--- config.mk ---
export PLATFORM = sky130hd
export DESIGN_NAME = ex_trap_arbiter
export DESIGN_NICKNAME = d
export VERILOG_FILES = /design/src/rtl/ex_trap_arbiter.sv
export SDC_FILE = /design/constraint.sdc
export NUM_CORES = 1
export LEC_CHECK = 0
export CELL_PAD_IN_SITES_DETAIL_PLACEMENT = 0
export CELL_PAD_IN_SITES_GLOBAL_PLACEMENT = 2
export CORE_AREA = 3 3 101 103
export CTS_BUF_LIST = sky130_fd_sc_hd__clkbuf_2 sky130_fd_sc_hd__clkbuf_4 sky130_fd_sc_hd__clkbuf_8
export CTS_CLUSTER_DIAMETER = 100
export DETAILED_ROUTE_END_ITERATION = 8
export DIE_AREA = 0 0 104 106
export HOLD_SLACK_MARGIN = 0.06
export PLACE_DENSITY_LB_ADDON = 0.1
export REMOVE_ABC_BUFFERS = 1
export SYNTH_ARGS = -nofsm -noshare
export SYNTH_HDL_FRONTEND = slang
export SYNTH_SLANG_ARGS = --single-unit
--- constraint.sdc ---
create_clock -name clk -period 3.6 [get_ports clk]
set_clock_uncertainty 0.2 [all_clocks]
set_input_delay 0.36 -clock clk [delete_from_list [all_inputs] [get_ports clk]]
set_output_delay 0.36 -clock clk [all_outputs]
set_load 0.05 [all_outputs]
--- src/rtl/ex_trap_arbiter.sv ---
// Round-robin arbiter serialising NUM_SRC interrupt sources onto the core's
// single external-trap valid/ready handshake, with per-source pending, enable and overflow.
module ex_trap_arbiter #(
    parameter int unsigned        NUM_SRC   = 8,
    parameter int unsigned        ID_W      = 3,
    parameter logic [NUM_SRC-1:0] EDGE_MASK = 8'hFF,
    parameter logic [NUM_SRC-1:0] EN_RST    = 8'hFF
) (
    input  logic               clk,
    input  logic               rst,
    input  logic [NUM_SRC-1:0] src_req,
    input  logic               cfg_en_we,
    input  logic [NUM_SRC-1:0] cfg_en_wdata,
    input  logic [NUM_SRC-1:0] ovf_clr,
    output logic [NUM_SRC-1:0] en_o,
    output logic [NUM_SRC-1:0] pending_o,
    output logic [NUM_SRC-1:0] ovf_o,
    output logic               core_ex_trap_valid,
    input  logic               core_ex_trap_ready,
    output logic [ID_W-1:0]    trap_id
);

    typedef enum logic [1:0] {IDLE, REQ, GAP} state_t;

    state_t             state;
    logic [NUM_SRC-1:0] prev;
    logic [NUM_SRC-1:0] edge_ev;
    logic [NUM_SRC-1:0] set_ev;
    logic [NUM_SRC-1:0] grant_clr;
    logic [NUM_SRC-1:0] req;
    logic [ID_W-1:0]    rr_ptr;
    logic [ID_W-1:0]    rr_next;
    logic [ID_W-1:0]    pick;
    logic [ID_W-1:0]    idx;
    logic               found;

    always_comb begin
        edge_ev   = src_req & ~prev;
        set_ev    = (EDGE_MASK & edge_ev) | (~EDGE_MASK & src_req);
        grant_clr = '0;
        if (state == REQ && core_ex_trap_ready)
            grant_clr[trap_id] = 1'b1;
        rr_next = (trap_id == ID_W'(NUM_SRC - 1)) ? '0 : trap_id + 1'b1;
    end

    // First requesting source at or above rr_ptr, wrapping around.
    always_comb begin
        req   = pending_o & en_o;
        found = 1'b0;
        pick  = '0;
        idx   = '0;
        for (int unsigned k = 0; k < NUM_SRC; k++) begin
            idx = ID_W'((32'(rr_ptr) + k) % NUM_SRC);
            if (!found && req[idx]) begin
                found = 1'b1;
                pick  = idx;
            end
        end
    end

    always_ff @(posedge clk) begin
        if (rst) begin
            state              <= IDLE;
            core_ex_trap_valid <= 1'b0;
            trap_id            <= '0;
            rr_ptr             <= '0;
            prev               <= '0;
            pending_o          <= '0;
            ovf_o              <= '0;
            en_o               <= EN_RST;
        end else begin
            prev      <= src_req;
            // A new set event in the grant cycle keeps the source pending.
            pending_o <= (pending_o & ~grant_clr) | set_ev;
            ovf_o     <= (ovf_o & ~ovf_clr) | (EDGE_MASK & edge_ev & pending_o);
            if (cfg_en_we)
                en_o <= cfg_en_wdata;

            case (state)
                IDLE: begin
                    if (found) begin
                        trap_id            <= pick;
                        core_ex_trap_valid <= 1'b1;
                        state              <= REQ;
                    end
                end
                REQ: begin
                    if (core_ex_trap_ready) begin
                        core_ex_trap_valid <= 1'b0;
                        rr_ptr             <= rr_next;
                        state              <= GAP;
                    end
                end
                GAP:     state <= IDLE;
                default: state <= IDLE;
            endcase
        end
    end

endmodule
==> impl_metrics.yaml <==
power:
  power_frac_comb: 0.493
  ir_drop_uv: 146
  power_switching_uw: 755
  power_density_nw_per_um2: 523
  finalPower_uw: 1760
  p_leak_uw: 0.00121
  p_seq_frac: 0.322
  p_int_uw: 1000
  swShare: 0.430
  p_clk_frac: 0.186
synth:
  synth_seq_cells: 41
  yosysMostFrequentCell: "dfxtp_1"
  synthTopCellsByCount: "dfxtp_1, a21oi_1, nand2_1"
  synth_top_area_share: 0.317
  synth_flop_cell: "dfxtp_1"
  ys_seq_area_frac: 0.317
  synth_area_leaders: "dfxtp_1, mux4_1, a21oi_1"
  synth-edff-count: 0
  netlist_area_um2: 2590
  yosysTopAreaCell: "dfxtp_1"
  async_flop_share: 0
  ys_warn_count: 0
  syn_inst: 294
  synth_cell_types: 59
  syn_avg_cell_area_um2: 8.81
cts:
  clock_latency_ps: 300
  cts_root_buffer: "clkbuf_8"
  cts_tree: "done"
  post_cts_buffers: 0
  clkTransAtPathRegs_ps: 90
  cts_buffer_depth: 2
  cts_max_level: 2
  cts_resized: 0
  numClockSinks: 41
  hold_buffers: 0
  numCtsBuffers: 5
cells_and_area:
  fill_cells: 1025
  fin_area_um2: 3360
  area_delta_synth_final_pct: 29.5
  num-nets-final: 382
  antennaDiodeCount: 0
  drive_above_1_share: 0.0997
  final_core_util: 0.361
timing:
  min_period_over_period: 0.839
  fin_crit_ps: 3020
  finalMaxSlewViolations: 0
  hold_violations: 0
  fmax_mhz: 331
  slew-limit-headroom: 0.582
  fin_tns_setup_ps: 0
  hold_ws_ps: 260
  rsz0062_at_grt: "false"
  tightest_slew_ps: 622
  setup_viol: 0
critical_path:
  worstSetupStartpointType: "flop"
  crit_required_ps: 3580
  crit_slowest_cell: "mux4_2"
  crit_arrival_ps: 3000
  cp_max_fo: 8
  critPathKind: "flop to flop"
  cp_slowest_stage_delay_ps: 560
  critPathCaptureType: "flop"
  crit_chain: "clkinv_1, ha_1, nand2b_1, nand2_1, mux4_2, and3_2, and3_2, a221o_2, o211ai_2, a21oi_1"
  r2r_cells: 10
  crit_top_cell: "and3_2"
routing:
  dr_wl_met2_um: 3620
  vias: 2376
  dr.pass1.iters: 4
  wl_per_cell_um: 16.1
  antenna_left: 0
  drt_iter0_markers: 92
  drt-total-wl_um: 7730
  wl_met3_um: 243
  routed.top_layer: "met4"
  drc: 0
  met1_length_um: 3810
  drt-vias-per-instance: 4.95
floorplanning:
  floorplan.initialDensity: 0.279
  die_height_um: 106
  io_pins: 56
  coreArea_um2: 9280
  rows: 35
  die_x_um: 104
  die_area_um2: 11000
flow_run:
  max_cap_violations: 0
placement:
  dpl_cell_area_um2: 3260
  gp_congestion: 0.851
  post-dp-hpwl_um: 5860
  numPortBuffers: 55
grt:
  grt_max_degree: 43
  antenna_found_initial: 0
  grtUsageTotal: 0.141
  gr-total-overflow: 0
  grt_pass1_vias: 2347
  grt_pass1_wl_um: 12500
hold_path:
  hold_path_class: "flop to flop"
  min_path_cells: 2
run_status:
  status: "finished, final reports clean"
==> kinds of logic after synthesis <==
kind of cell | Yosys count | synth area share
AOI/OAI and AO/OA | 87 | 0.228
xor gates and xnor gates | 2 | 0.00676
adders and majority gates | 4 | 0.0193
and+or+nand+nor | 127 | 0.270
muxes | 15 | 0.118
buffers and inverters | 18 | 0.0410
DFF | 41 | 0.317
==> layout by cell type, fill, tap and decap left out, types with 2 or more instances in the layout <==
| cell | netlist | layout |
|---|---|---|
| clkdlybuf4s50_1 | 0 | 55 |
| dfxtp_1 | 41 | 41 |
| a21oi_1 | 32 | 32 |
| nand2_1 | 28 | 28 |
| nand2b_1 | 20 | 20 |
| nor2_1 | 17 | 17 |
| nor2b_1 | 16 | 16 |
| o21ai_0 | 11 | 11 |
| nand3b_1 | 10 | 10 |
| and2_1 | 9 | 9 |
| nand3_1 | 9 | 9 |
| a211o_1 | 8 | 8 |
| mux4_1 | 7 | 7 |
| buf_4 | 1 | 6 |
| inv_1 | 5 | 5 |
| o211ai_1 | 5 | 5 |
| nor3_1 | 5 | 5 |
| clkbuf_8 | 1 | 5 |
| a21boi_0 | 4 | 4 |
| ha_1 | 4 | 4 |
| mux4_2 | 3 | 3 |
| o21ai_1 | 3 | 3 |
| mux2_2 | 3 | 3 |
| o22ai_1 | 3 | 3 |
| o31ai_1 | 3 | 3 |
| and3_2 | 2 | 2 |
| and2_2 | 2 | 2 |
| mux2i_1 | 2 | 2 |
| a22oi_1 | 2 | 2 |
| or3_1 | 2 | 2 |
| a31oi_1 | 2 | 2 |
| clkinvlp_4 | 0 | 2 |
==> sequential cells by signal, summed over array words and instances (netlist names) <==
register,cells
en_o,8
ovf_o,8
pending_o,8
prev,8
rr_ptr,3
trap_id,3
state,2
core_ex_trap_valid,1
==> power groups by stage <==
stage               Clock [uW]  Sequential [uW]  Combinational, uW
floorplan                    0              696                468
global placement             0              578                875
detailed placement           0              576                867
CTS                        343              567                869
global route               359              575                945
finish                     326              565                865
==> per-layer routing <==
metal | global-route usage | vias to the layer above
li1 | - | 1192
met1 | 0.192 | 1137
met2 | 0.234 | 42
met3 | 0.0225 | 5
met4 | 0.0332 | 0
met5 | 0 | -
==> final timing paths <==
path / start / endpoint / slack [ps]
setup / recovery: rr_ptr[1] / trap_id[0] / 580
hold / removal: core_ex_trap_valid / core_ex_trap_valid / 260
setup reg to reg: rr_ptr[1] / trap_id[0] / 580
hold reg to reg: core_ex_trap_valid / core_ex_trap_valid / 260
==> layout make-up <==
class | instances | area (um2) | area share
clock buffer | 6 | 76.3 | 0.0227
clock inverter | 2 | 15.0 | 0.00447
inverter | 6 | 22.5 | 0.00671
multi-input combinational | 235 | 1660 | 0.496
sequential | 41 | 821 | 0.245
tap | 129 | 161 | 0.0481
timing repair buffer | 61 | 596 | 0.177
==> worst max-delay path: cells and delay by family, from the launching register on <==
kind	cells	cell delay, ps
AO/OA/AOI/OAI	3	510
flip-flops	1	340
adder cells (fa/ha/maj)	1	300
buffers and inverters	1	190
AND/OR/NAND/NOR	4	790
multiplexers	1	560
==> through the flow <==
step / setup slack (ps) / instances
global placement: 655 / 472
detailed placement: 591 / 472
CTS: 581 / 480
finish: 581 / 480
floorplan: 140 / 282
global route: 374 / 480
No activity file was read; power rests on OpenSTA's default activity.
